==> src/rtl/vga_timing_gen.sv <==
// Parametrised raster timing generator: sync, data-enable, coordinates, strobes and a
// prefetch request running PREFETCH pixels ahead. Optional colour bars: VGA_TIMING_TESTPAT_EN.
module vga_timing_gen #(
  parameter int unsigned H_ACTIVE = 640,
  parameter int unsigned H_FP     = 16,
  parameter int unsigned H_SYNC   = 96,
  parameter int unsigned H_BP     = 48,
  parameter int unsigned V_ACTIVE = 480,
  parameter int unsigned V_FP     = 10,
  parameter int unsigned V_SYNC   = 2,
  parameter int unsigned V_BP     = 33,
  parameter bit          HS_POL   = 1'b0,
  parameter bit          VS_POL   = 1'b0,
  parameter int unsigned CNT_W    = 12,
  parameter int unsigned PREFETCH = 2
) (
  input  logic             pclk,
  input  logic             reset,
  input  logic             run,
  output logic             hsync,
  output logic             vsync,
  output logic             valid,
  output logic [CNT_W-1:0] h_cnt,
  output logic [CNT_W-1:0] v_cnt,
  output logic             sof,
  output logic             eol,
  output logic             req,
  output logic [CNT_W-1:0] req_x,
  output logic [CNT_W-1:0] req_y,
`ifdef VGA_TIMING_TESTPAT_EN
  output logic             busy,
  output logic [23:0]      tp_rgb
`else
  output logic             busy
`endif
);

  localparam int unsigned H_TOTAL = H_ACTIVE + H_FP + H_SYNC + H_BP;
  localparam int unsigned V_TOTAL = V_ACTIVE + V_FP + V_SYNC + V_BP;

  localparam logic [CNT_W-1:0] HMax    = CNT_W'(H_TOTAL - 1);
  localparam logic [CNT_W-1:0] VMax    = CNT_W'(V_TOTAL - 1);
  localparam logic [CNT_W-1:0] HAct    = CNT_W'(H_ACTIVE);
  localparam logic [CNT_W-1:0] VAct    = CNT_W'(V_ACTIVE);
  localparam logic [CNT_W-1:0] HLast   = CNT_W'(H_ACTIVE - 1);
  localparam logic [CNT_W-1:0] HsStart = CNT_W'(H_ACTIVE + H_FP);
  localparam logic [CNT_W-1:0] HsEnd   = CNT_W'(H_ACTIVE + H_FP + H_SYNC);
  localparam logic [CNT_W-1:0] VsStart = CNT_W'(V_ACTIVE + V_FP);
  localparam logic [CNT_W-1:0] VsEnd   = CNT_W'(V_ACTIVE + V_FP + V_SYNC);
  localparam logic [CNT_W-1:0] XaInit  = CNT_W'(PREFETCH);

  typedef enum logic [1:0] {StIdle, StRun, StDrain} state_e;

  state_e           state_q, state_d;
  logic [CNT_W-1:0] x_q, x_d, y_q, y_d, xa_q, xa_d, ya_q, ya_d;
  logic             frame_end, active, vis, vis_a;

  logic             hsync_q, hsync_d, vsync_q, vsync_d, valid_q, valid_d;
  logic             sof_q, sof_d, eol_q, eol_d, req_q, req_d;
  logic [CNT_W-1:0] h_cnt_q, h_cnt_d, v_cnt_q, v_cnt_d, req_x_q, req_x_d, req_y_q, req_y_d;

  assign frame_end = (x_q == HMax) && (y_q == VMax);

  always_comb begin
    state_d = state_q;
    case (state_q)
      StIdle:  if (run) state_d = StRun;
      StRun:   if (!run) state_d = StDrain;
      StDrain: begin
        if (run)            state_d = StRun;
        else if (frame_end) state_d = StIdle;
      end
      default: state_d = StIdle;
    endcase
  end

  // Lookahead pair wraps exactly like the display pair, PREFETCH positions ahead.
  always_comb begin
    x_d  = x_q;
    y_d  = y_q;
    xa_d = xa_q;
    ya_d = ya_q;
    if (state_q == StIdle || state_d == StIdle) begin
      x_d  = '0;
      y_d  = '0;
      xa_d = XaInit;
      ya_d = '0;
    end else begin
      if (x_q == HMax) begin
        x_d = '0;
        y_d = (y_q == VMax) ? '0 : y_q + 1'b1;
      end else begin
        x_d = x_q + 1'b1;
      end
      if (xa_q == HMax) begin
        xa_d = '0;
        ya_d = (ya_q == VMax) ? '0 : ya_q + 1'b1;
      end else begin
        xa_d = xa_q + 1'b1;
      end
    end
  end

  always_comb begin
    active  = (state_q != StIdle);
    vis     = active && (x_q < HAct) && (y_q < VAct);
    vis_a   = active && (xa_q < HAct) && (ya_q < VAct);
    hsync_d = (active && x_q >= HsStart && x_q < HsEnd) ? HS_POL : ~HS_POL;
    vsync_d = (active && y_q >= VsStart && y_q < VsEnd) ? VS_POL : ~VS_POL;
    valid_d = vis;
    h_cnt_d = vis ? x_q : '0;
    v_cnt_d = vis ? y_q : '0;
    sof_d   = vis && (x_q == '0) && (y_q == '0);
    eol_d   = vis && (x_q == HLast);
    req_d   = vis_a;
    req_x_d = vis_a ? xa_q : '0;
    req_y_d = vis_a ? ya_q : '0;
  end

  always_ff @(posedge pclk or negedge reset) begin
    if (!reset) begin
      state_q <= StIdle;
      x_q     <= '0;
      y_q     <= '0;
      xa_q    <= XaInit;
      ya_q    <= '0;
      hsync_q <= ~HS_POL;
      vsync_q <= ~VS_POL;
      valid_q <= 1'b0;
      h_cnt_q <= '0;
      v_cnt_q <= '0;
      sof_q   <= 1'b0;
      eol_q   <= 1'b0;
      req_q   <= 1'b0;
      req_x_q <= '0;
      req_y_q <= '0;
    end else begin
      state_q <= state_d;
      x_q     <= x_d;
      y_q     <= y_d;
      xa_q    <= xa_d;
      ya_q    <= ya_d;
      hsync_q <= hsync_d;
      vsync_q <= vsync_d;
      valid_q <= valid_d;
      h_cnt_q <= h_cnt_d;
      v_cnt_q <= v_cnt_d;
      sof_q   <= sof_d;
      eol_q   <= eol_d;
      req_q   <= req_d;
      req_x_q <= req_x_d;
      req_y_q <= req_y_d;
    end
  end

  assign hsync = hsync_q;
  assign vsync = vsync_q;
  assign valid = valid_q;
  assign h_cnt = h_cnt_q;
  assign v_cnt = v_cnt_q;
  assign sof   = sof_q;
  assign eol   = eol_q;
  assign req   = req_q;
  assign req_x = req_x_q;
  assign req_y = req_y_q;
  assign busy  = (state_q != StIdle);

`ifdef VGA_TIMING_TESTPAT_EN
  localparam int unsigned BAR_W = H_ACTIVE / 8;

  logic [2:0]  bar;
  logic [23:0] rgb_d, rgb_q;

  always_comb begin
    bar = 3'd0;
    for (int i = 1; i < 8; i++) begin
      if (x_q >= CNT_W'(i * BAR_W)) bar = 3'(i);
    end
    case (bar)
      3'd0:    rgb_d = 24'hFFFFFF;
      3'd1:    rgb_d = 24'hFFFF00;
      3'd2:    rgb_d = 24'h00FFFF;
      3'd3:    rgb_d = 24'h00FF00;
      3'd4:    rgb_d = 24'hFF00FF;
      3'd5:    rgb_d = 24'hFF0000;
      3'd6:    rgb_d = 24'h0000FF;
      default: rgb_d = 24'h000000;
    endcase
    if (!vis) rgb_d = 24'h000000;
  end

  always_ff @(posedge pclk or negedge reset) begin
    if (!reset) rgb_q <= '0;
    else        rgb_q <= rgb_d;
  end

  assign tp_rgb = rgb_q;
`endif

endmodule

==> config.mk <==
export PLATFORM = sky130hd
export DESIGN_NAME = vga_timing_gen
export DESIGN_NICKNAME = d
export VERILOG_FILES = /design/src/rtl/vga_timing_gen.sv
export SDC_FILE = /design/constraint.sdc
export NUM_CORES = 1
export LEC_CHECK = 0
export CORE_MARGIN = 2
export CORE_UTILIZATION = 57
export CTS_BUF_LIST = sky130_fd_sc_hd__clkbuf_8
export DETAILED_ROUTE_END_ITERATION = 7
export PLACE_DENSITY = 0.91
export REMOVE_ABC_BUFFERS = 1
export SLEW_MARGIN = 20
export SYNTH_ARGS = -nofsm -noshare
export SYNTH_HDL_FRONTEND = slang
export SYNTH_SLANG_ARGS = --single-unit
==> constraint.sdc <==
create_clock -name pclk -period 2.5 [get_ports pclk]
set_input_delay 0.25 -clock pclk [delete_from_list [all_inputs] [get_ports pclk]]
set_output_delay 0.25 -clock pclk [all_outputs]
set_load 0.02 [all_outputs]
==> impl_metrics.env, run 1 <==
export IMPL_status="complete, no violations"
export IMPL_synth_flop_cell="dfrtp_1"
export IMPL_timing_final_crit_share=0.890
export IMPL_start_util=0.580
export IMPL_synth_edff_count=0
export IMPL_die_h_um=92.2
export IMPL_rsz0062_at_grt="no"
export IMPL_synth_area_um2=4440
export IMPL_drt_iter0_drc=210
export IMPL_cts_resized_gates=0
export IMPL_cts_tree="yes"
export IMPL_final_nets=482
export IMPL_synth_avg_cell_area_um2=11.0
export IMPL_irDropWorstVdd_v=0.000297
export IMPL_rows=32
export IMPL_cts_reportedPaths_clkPinSlew_ns=0.10
export IMPL_drive_gt1_frac=0.0692
export IMPL_grt_max_degree=45
export IMPL_worstPathMaxFanout=10
export IMPL_antenna_found_initial=0
export IMPL_route_detailed_drc=0
export IMPL_drtAntennaViolNets=0
export IMPL_hpwlAfterDp_um=5980
export IMPL_hp_class="in2async"
export IMPL_numCtsBuffers=9
export IMPL_yosys_warnings=0
export IMPL_p_leak_nw=2.38
export IMPL_p_total_mw=3.03
export IMPL_crit_arrival_ns=2.54
export IMPL_async_reset_ff_frac=1.00
export IMPL_fp_dieW_um=92.2
export IMPL_holdWs_ns=0.411
export IMPL_drv_slew=0
export IMPL_ys_ff_latch=104
export IMPL_first_pass_iters=4
export IMPL_root_buffer="clkbuf_8"
export IMPL_maxCapViolations=0
export IMPL_place_gp_congestion=0.923
export IMPL_worst_slew_pin_slew_ns=0.552
export IMPL_die_area_um2=8510
export IMPL_io_pins=58
export IMPL_layout_commonest_cell="dfrtp_1"
export IMPL_worstSetupPathType="reg2reg"
export IMPL_end_kind="flop"
export IMPL_core_um2=7650
export IMPL_cts_path_max_buffers=2
export IMPL_grt_util_all_layers=0.225
export IMPL_setup_violations_final=0
export IMPL_fin_worst_skew_ns=0.00874
export IMPL_via_per_inst=5.49
export IMPL_wl_per_cell_um=15.0
export IMPL_dp_cells=562
export IMPL_vias=3178
export IMPL_final_cell_count_no_fill=579
export IMPL_grt_ovfl_total=0
export IMPL_grt_pass1_wl_um=14900
export IMPL_wirelength_um=8660
export IMPL_clk_latency_ns=0.37
export IMPL_critPathLaunchType="flop"
export IMPL_postSynthCellCount=403
export IMPL_area_delta_synth_final_pct=20.0
export IMPL_slew_headroom=0.632
export IMPL_layout_common_cells="101 x dfrtp_1, 56 x clkdlybuf4s50_1, 41 x and2_1, 41 x nor2_1, 19 x nand3_1"
export IMPL_max_freq_mhz=450
export IMPL_cellPowerDensity_nw_per_um2=569
export IMPL_post_cts_buffers=0
export IMPL_tns_ns=0
export IMPL_portBuffers=57
export IMPL_finalCoreUtilization=0.696
export IMPL_h_tree_depth=3
export IMPL_finalHoldViolations=0
export IMPL_synth_distinct_cells=47
export IMPL_grt_pass1_vias=3101
export IMPL_seq_area_frac_synth=0.587
export IMPL_cts_num_sinks=104
export IMPL_crit_required_ns=2.82
export IMPL_diodes=0
export IMPL_period_needed_ns=2.22
-- flip-flops by register name, summed over array words and instances, names as in the netlist --
signal	flops
req	1
req_x	12
state_q	2
hsync	1
valid	1
x_q	12
h_cnt	12
y_q	12
vsync	1
v_cnt	12
sof	1
xa_q	12
req_y	12
ya_q	12
eol	1
-- timing repair --
action | 4_1_cts | 5_1_grt
endpoints found under the hold margin | 40 | 0
setup endpoints to repair | 0 | 0
hold buffers | 1 | 0
-- per-layer routing --
metal	GRT usage	vias up	part of all wire
met5	0	-	0
met4	0.0858	0	0.019
met3	0.0534	13	0.052
met2	0.345	105	0.49
met1	0.313	1551	0.44
li1	-	1509	-
-- worst max-delay path, stage by stage, from the launching register on --
cell	delay, ns
dfrtp_1	0.44
ha_1	0.23
and3_1	0.28
and4_1	0.48
nand3_1	0.34
o21ai_0	0.26
a21o_1	0.14
-- cells in the mapped netlist, drive strengths merged, types with 2 or more instances --
| cell | count | share of area |
|---|---|---|
| inv | 9 | 0.0076 |
| nand3 | 20 | 0.024 |
| nand2 | 18 | 0.015 |
| nand4b | 2 | 0.0039 |
| o21ai | 13 | 0.015 |
| or3 | 3 | 0.0042 |
| ha | 7 | 0.020 |
| nor4 | 2 | 0.0062 |
| clkbuf | 6 | 0.0051 |
| buf | 10 | 0.017 |
| and4 | 9 | 0.018 |
| xor2 | 18 | 0.036 |
| dfrtp | 101 | 0.57 |
| nor4bb | 2 | 0.0045 |
| nor2 | 41 | 0.035 |
| nand3b | 2 | 0.0034 |
| nand2b | 3 | 0.0042 |
| nor3 | 18 | 0.020 |
| xnor2 | 11 | 0.022 |
| or4 | 2 | 0.0034 |
| nand4 | 16 | 0.024 |
| a21oi | 15 | 0.017 |
| or2 | 2 | 0.0028 |
| and2 | 41 | 0.058 |
| dfstp | 3 | 0.018 |
| and3 | 9 | 0.013 |
| nor2b | 5 | 0.0071 |
| nor3b | 3 | 0.0051 |
-- cell families after synthesis --
| logic type | count (synthesis) | share of synthesized area |
|---|---|---|
| compound gates | 36 | 0.0465 |
| xor+xnor | 29 | 0.0572 |
| fa+ha+maj | 7 | 0.0197 |
| buf+inv | 25 | 0.0302 |
| flops | 104 | 0.587 |
| mux | 1 | 0.00226 |
| other cells | 1 | 0.000845 |
| simple gates | 200 | 0.256 |
-- area by class of cell --
class	count	area [um2]
Clock buffer	9	124
Clock inverter	7	57.6
Fill cell	548	2320
Inverter	9	33.8
Multi-Input combinational cell	283	1730
Sequential cell	104	2610
Tap cell	102	128
Timing Repair Buffer	65	643
-- final timing paths --
check / to / startpoint / slack [ns] / depth (start not counted)
setup reg to reg: y_q[5] / x_q[0] / 0.28 / 6
setup / recovery: y_q[5] / x_q[0] / 0.28 / 6
hold / removal: ya_q[2] / reset / 0.41 / 2
min in group pclk: state_q[1] / run / 0.49 / 2
hold reg to reg: xa_q[0] / xa_q[0] / 0.53 / 1
max in group asynchronous: xa_q[1] / reset / 1.31 / 3
-- power by group --
part	internal (mW)	leakage [nW]	switching [mW]	total [mW]
clock network	0.369	0.0756	0.577	0.947
registers	1.74	1.40	0.0405	1.78
logic	0.119	0.899	0.186	0.305
total	2.22	2.38	0.804	3.03
-- through the flow --
| stage | setup WS, ns | instance area [um2] |
|---|---|---|
| global route | 0.175 | 5320 |
| global placement | 0.525 | 5130 |
| CTS | 0.329 | 5320 |
| finish | 0.276 | 5320 |
| floorplan | 0.473 | 4370 |
| detailed placement | 0.413 | 5130 |
Power figures use the tool's default switching activity.
==> run 2: changes to the inputs <==
- CTS_CLUSTER_DIAMETER: unset -> 80
==> results of run 2 <==
The final DEF is identical to that of run 1; final timing and power are the same.
